`config.mk`:
```
export PLATFORM = sky130hd
export DESIGN_NAME = click_classifier_flat
export DESIGN_NICKNAME = d
export VERILOG_FILES = /design/src/rtl/click_if.sv /design/src/rtl/click_classifier.sv /design/src/flat_wrapper.sv
export SDC_FILE = /design/constraint.sdc
export NUM_CORES = 1
export LEC_CHECK = 0
export ABC_AREA = 1
export BUFFER_PORTS_ARGS = -buffer_cell sky130_fd_sc_hd__buf_2
export CORE_AREA = 3 3 40 42
export CTS_CLUSTER_DIAMETER = 100
export DETAILED_ROUTE_END_ITERATION = 7
export DIE_AREA = 0 0 43 45
export GPL_TIMING_DRIVEN = 0
export PLACE_DENSITY_LB_ADDON = 0.3
export SLEW_MARGIN = 20
export SYNTH_ARGS = -nofsm -noshare
export SYNTH_HDL_FRONTEND = slang
export SYNTH_SLANG_ARGS = --single-unit
```
`constraint.sdc`:
```
create_clock -name clk -period 2 [get_ports clk]
set_input_delay 0.5 -clock clk [delete_from_list [all_inputs] [get_ports clk]]
set_output_delay 0.5 -clock clk [all_outputs]
set_load 0.1 [all_outputs]
```
`src/rtl/click_if.sv`:
```
// Press-pulse input and classified click events exchanged between the button
// stage, the classifier and the mode/control logic.
interface click_if;
  logic in_pulse;
  logic single_click;
  logic double_click;
  logic triple_click;
  logic busy;

  modport master (
    output in_pulse,
    input  single_click,
    input  double_click,
    input  triple_click,
    input  busy
  );

  modport slave (
    input  in_pulse,
    output single_click,
    output double_click,
    output triple_click,
    output busy
  );
endinterface

```
`src/rtl/click_classifier.sv`:
```
// Groups debounced press pulses inside a sliding window and emits one single-cycle
// click event per group. Optional macro TRIPLE_CLICK_EN adds triple-click detection.
//
//   state | meaning
//   IDLE  | no group open, waiting for a press
//   ONE   | one press seen, window running
//   TWO   | two presses seen, window running (TRIPLE_CLICK_EN only)
module click_classifier #(
  parameter int WINDOW = 40,
  parameter int CNT_W  = 6
) (
  input  logic   clk,
  input  logic   rst_n,
  click_if.slave bus
);

  typedef enum logic [1:0] {
    IDLE = 2'd0,
`ifdef TRIPLE_CLICK_EN
    ONE  = 2'd1,
    TWO  = 2'd2
`else
    ONE  = 2'd1
`endif
  } state_t;

  localparam logic [CNT_W-1:0] CNT_LAST = CNT_W'(WINDOW - 1);

  state_t           state, state_nxt;
  logic [CNT_W-1:0] cnt, cnt_nxt;
  logic             press, timeout;
  logic             single_nxt, double_nxt;
  logic             single_q, double_q, busy_q;
`ifdef TRIPLE_CLICK_EN
  logic             triple_nxt, triple_q;
`endif

  assign press   = bus.in_pulse;
  assign timeout = (cnt == CNT_LAST);

  always_ff @(posedge clk or negedge rst_n) begin
    if (!rst_n) begin
      state    <= IDLE;
      cnt      <= '0;
      single_q <= 1'b0;
      double_q <= 1'b0;
      busy_q   <= 1'b0;
`ifdef TRIPLE_CLICK_EN
      triple_q <= 1'b0;
`endif
    end else begin
      state    <= state_nxt;
      cnt      <= cnt_nxt;
      single_q <= single_nxt;
      double_q <= double_nxt;
      busy_q   <= (state_nxt != IDLE);
`ifdef TRIPLE_CLICK_EN
      triple_q <= triple_nxt;
`endif
    end
  end

  // A press always takes priority over a timeout landing on the same edge.
  always_comb begin
    state_nxt = state;
    cnt_nxt   = cnt;
    case (state)
      IDLE: begin
        if (press) begin
          state_nxt = ONE;
          cnt_nxt   = '0;
        end
      end
      ONE: begin
        if (press) begin
`ifdef TRIPLE_CLICK_EN
          state_nxt = TWO;
`else
          state_nxt = IDLE;
`endif
          cnt_nxt   = '0;
        end else if (timeout) begin
          state_nxt = IDLE;
          cnt_nxt   = '0;
        end else begin
          cnt_nxt   = cnt + 1'b1;
        end
      end
`ifdef TRIPLE_CLICK_EN
      TWO: begin
        if (press || timeout) begin
          state_nxt = IDLE;
          cnt_nxt   = '0;
        end else begin
          cnt_nxt   = cnt + 1'b1;
        end
      end
`endif
      default: begin
        state_nxt = IDLE;
        cnt_nxt   = '0;
      end
    endcase
  end

  always_comb begin
    single_nxt = 1'b0;
    double_nxt = 1'b0;
`ifdef TRIPLE_CLICK_EN
    triple_nxt = 1'b0;
`endif
    case (state)
      ONE: begin
        if (!press && timeout) single_nxt = 1'b1;
`ifndef TRIPLE_CLICK_EN
        if (press) double_nxt = 1'b1;
`endif
      end
`ifdef TRIPLE_CLICK_EN
      TWO: begin
        if (press)        triple_nxt = 1'b1;
        else if (timeout) double_nxt = 1'b1;
      end
`endif
      default: ;
    endcase
  end

  assign bus.single_click = single_q;
  assign bus.double_click = double_q;
  assign bus.busy         = busy_q;
`ifdef TRIPLE_CLICK_EN
  assign bus.triple_click = triple_q;
`else
  assign bus.triple_click = 1'b0;
`endif

endmodule

```
`src/flat_wrapper.sv`:
```
// flat-port wrapper written by rule: the top's interface ports become plain ports
module click_classifier_flat 
#(
  parameter int WINDOW = 40,
  parameter int CNT_W  = 6
)
  (clk, rst_n, bus_in_pulse, bus_single_click, bus_double_click, bus_triple_click, bus_busy);
  click_if bus_i ();
  input  logic clk;
  input  logic rst_n;
  input wire logic [$bits(bus_i.in_pulse)-1:0] bus_in_pulse;
  output wire logic [$bits(bus_i.single_click)-1:0] bus_single_click;
  output wire logic [$bits(bus_i.double_click)-1:0] bus_double_click;
  output wire logic [$bits(bus_i.triple_click)-1:0] bus_triple_click;
  output wire logic [$bits(bus_i.busy)-1:0] bus_busy;
  assign bus_i.in_pulse = bus_in_pulse;
  assign bus_single_click = bus_i.single_click;
  assign bus_double_click = bus_i.double_click;
  assign bus_triple_click = bus_i.triple_click;
  assign bus_busy = bus_i.busy;
  click_classifier #(.WINDOW(WINDOW), .CNT_W(CNT_W)) u_core (.clk(clk), .rst_n(rst_n), .bus(bus_i));
endmodule
```
* Yosys cells after proc, flatten, opt, wreduce, memory -nomap -nowiden
Cells that the tools add are included.
** Word-level totals
- Register bits after elaboration :: 11
- Input bits :: 3
- Output and inout port bits :: 4
- Word-level logic and storage cells :: 25
** Operators by class
- $add $sub $neg :: 1
- Equality and inequality tests :: 3
- Multiplexer cells :: 12
- Reductions and logical operators :: 4
** Operator list (number)
- 6-bit two-way mux :: 3
- 6-bit case mux with 2 select lines :: 1
- 6-bit by 1-bit adder with 6-bit output (second input constant) :: 1
- 6-bit == test (second input constant) :: 1
- 2-bit two-way mux :: 3
- 1-bit two-way mux :: 4
- 2-bit case mux with 2 select lines :: 1
- 2-bit by 1-bit == test with 1-bit output (second input constant) :: 1
- 2-bit zero test :: 1
- 2-bit != test (second input constant) :: 1
- 2-bit nonzero test :: 1
- 1-bit logical AND :: 1
- 1-bit zero test :: 1

* Depth between registers and ports, before layout
- Depth after elaboration :: 5
- Mapped depth :: 8
- Depth with buffers taken out :: 8

* Worst setup path after synthesis
OpenSTA, ideal clock, no wires.
- Path kind :: reg-to-output
- Start point :: register u_core.busy_q, in the netlist u_core.bus.busy
- End point :: output port bus_busy
- Arrival :: 0.883 ns
- Slack :: 0.617 ns
- Cell stages (with the launch flop) :: 1
- Cells stage by stage :: dfrtp_1
** RTL lines
- start, declared :: line click_classifier.sv:33 : logic single_q, double_q, busy_q;
- start signal, assigned :: line click_classifier.sv:56 : busy_q <= (state_nxt != IDLE);
- end, declared :: line flat_wrapper.sv:15 : output wire logic [$bits(bus_i.busy)-1:0] bus_busy;
No word-level cell between the ends.

* Final worst setup path
- Start point :: register u_core.single_q, in the netlist u_core.bus.single_click
- End point :: output port bus_single_click
** RTL lines
- start, declared :: line click_classifier.sv:33
- start signal, assigned :: line click_classifier.sv:54 : single_q <= single_nxt;
- end, declared :: line flat_wrapper.sv:12 : output wire logic [$bits(bus_i.single_click)-1:0] bus_single_click;
No word-level cell between the ends.

==> metrics <==
number of global-route vias before repair approximately 350; fraction of final layout cells with drive strength greater than 1 24.0%; I/O pin count 7; most used flip-flop cell after synthesis sky130_fd_sc_hd__dfrtp_1; delay contributed by the slowest stage of the critical path 0.42 ns; PD cells 711 nW/um^2; startpoint class of the critical path flip-flop; wire length of the first global-routing pass 1.50 mm; worst min path class input port to async pin; total CTS buffers 3; Die Y 45 um; Routed Wire Length 839 um; HPWL after detailed placement 641 um; TritonCTS sink count 11; via-per-instance ratio 4.42; status finished, final reports clean; Die Footprint between 1500 and 2000 sq um; cts hold-fix bufs 0; async set or reset register ratio after synthesis 100%; synth warn 0; drt pass-1 iters 4; final weighted congestion of routability-driven global placement 0.770; Max Fanout on Critical Path 1; critical-path cell with the highest stage delay sky130_fd_sc_hd__buf_2; launch point of the critical path u_core.bus.single_click; min Tclk post-route 1.49 ns; most area-consuming cells after synthesis sky130_fd_sc_hd__dfrtp_1, sky130_fd_sc_hd__nand2_1, sky130_fd_sc_hd__nand3_1; clock slew at reported path FFs 0.07 ns; worst setup slack after layout 0.508 ns; delay-heaviest family, CP buffers and inverters; number of enable flip-flop cells after synthesis 0; kind of capture point of the worst setup path primary output; cell with the most instances after synthesis sky130_fd_sc_hd__nand2_1; Filler Cell Count 128; FF-to-FF Start u_core.cnt[0]; TritonCTS clock tree built; cell type contributing the most total cell area after synthesis sky130_fd_sc_hd__dfrtp_1; largest net degree at the start of global routing 12; number of antenna violations at the first check in global routing 0; Syn Inst Count 65; Setup Skew 0.00511 ns; detailed-routed wire length on met3 around 48 um; met2 wire len ~360 um; Final Hold Fails 0; Post-Syn Area per Cell between 8 and 9 sq um; setup repair after global routing missed its margin false; drc violations 0; proportion of netlist area held by the largest area contributor 51.0%; signal arrival time at the worst endpoint 0.99 ns; H-tree level count 1; Starting Density between 40% and 50%; summed negative setup slack over all endpoints 0 ns; area of the core roughly 1300 sq um; post-CTS sizing 0; maximum buffer depth of the clock tree 2; number of synthesized register bits 11; Post-Place Setup Slack 0.770 ns; leakage power total 0.327 nW; wl on met1 418 um; number of buffers inserted to repair setup after CTS 0; final worst path period share approximately three quarters; overall die width 43 um; synthesis-to-layout area growth 13.7%; register area share after synthesis slightly above 50%; synthesized area around 540 sq um; clock insertion delay at the later pin of the skew report 0.26 ns; count of port buffers added during placement 5; count of vias placed by the detailed router 398; number of design-rule violations left by the first detailed-router iteration 3; number of buffer and inverter instances along the worst setup path 1; antenna-violating nets left 0; fmax ~0.67 GHz; Max Cap Viol 0; average wire per cell in the routed design roughly 9.3 um; Setup Crit Path Kind flip-flop to primary output; critical-path cell list buf_2; Antenna Diode Count 0; number of core rows 13; Final Max Tran Viols 0; total congestion overflow 0; highest routed layer met4; leading post-synthesis cells by instance count sky130_fd_sc_hd__nand2_1, sky130_fd_sc_hd__dfrtp_1, sky130_fd_sc_hd__inv_1; library cells used by synthesis 17; clock tree root driver cell sky130_fd_sc_hd__clkbuf_4; overall routing resource usage a little over a tenth; Peak VDD IR around 0.00036 V; total setup violations reported at the end of the flow 0; number of nets at the end of the flow 80; CP required 1.50 ns
logic make-up after synthesis:
kind of cell / synth area share [%]
flip-flops: 51.0
other: 0.695
AND/OR/NAND/NOR: 28.1
buffers and inverters: 9.05
AO/OA/AOI/OAI: 8.82
adder cells (fa/ha/maj): 2.32
registers in the layout (all words and copies together), names as in the netlist:
register	cells
u_core.bus.double_click	1
u_core.bus.busy	1
u_core.state	2
u_core.bus.single_click	1
u_core.cnt	6
layout by cell type (no fill, tap or decap), drive strengths merged:
cell type,count
nor3,1
buf,6
dfrtp,11
nand2,17
ha,1
inv,11
a21oi,3
o21ai,5
conb,2
nand3,7
o21bai,1
clkbuf,4
nor2,6
per-stage QoR:
| step | cell area (sq um) | total power, mW | hold WS (ns) | std cells | util [%] |
|---|---|---|---|---|---|
| 6_report | 613 | 0.436 | 0.0913 | 90 | 47.7 |
| 3_5_place_dp | 587 | 0.292 | 0.381 | 86 | 45.7 |
| 3_3_place_gp | 587 | 0.292 | 0.381 | 86 | 45.7 |
| 2_1_floorplan | 543 | 0.280 | 0.204 | 66 | - |
| 5_1_grt | 613 | 0.460 | 0.101 | 90 | 47.7 |
| 4_1_cts | 613 | 0.441 | 0.0986 | 90 | 47.7 |
layout make-up:
| type | instances | area, sq um | share of cell area (%) |
|---|---|---|---|
| flip-flops and latches | 11 | 275 | 44.9 |
| plain buffers | 1 | 7.51 | 1.22 |
| inverters | 11 | 41.3 | 6.73 |
| multi-input cells | 43 | 219 | 35.7 |
| well taps | 15 | 18.8 | 3.06 |
| clock buffers | 4 | 26.3 | 4.29 |
| repair buffers | 5 | 25.0 | 4.08 |
final timing paths:
kind | end | slack (ns) | cells after the start
max | bus_single_click | 0.51 | 1
min | u_core.cnt[3] | 0.09 | 1
max reg2reg | u_core.cnt[5] | 0.78 | 8
min reg2reg | u_core.bus.double_click | 0.45 | 1
max in group asynchronous | u_core.cnt[5] | 1.71 | 1
min in group clk | u_core.bus.double_click | 0.45 | 1
per-layer routing:
layer | up-vias | track usage (%)
met2 | 7 | 15.6
met4 | 0 | 9.04
li1 | 220 | -
met5 | - | 0
met3 | 2 | 3.59
met1 | 169 | 13.4
report_power, final:
group          internal [mW]  switching, mW  leakage (nW)
clock network         0.0769         0.0718        0.0150
registers              0.228        0.00300         0.149
logic                 0.0106         0.0452         0.163
Note: power is estimated with default switching activity, not from simulation.
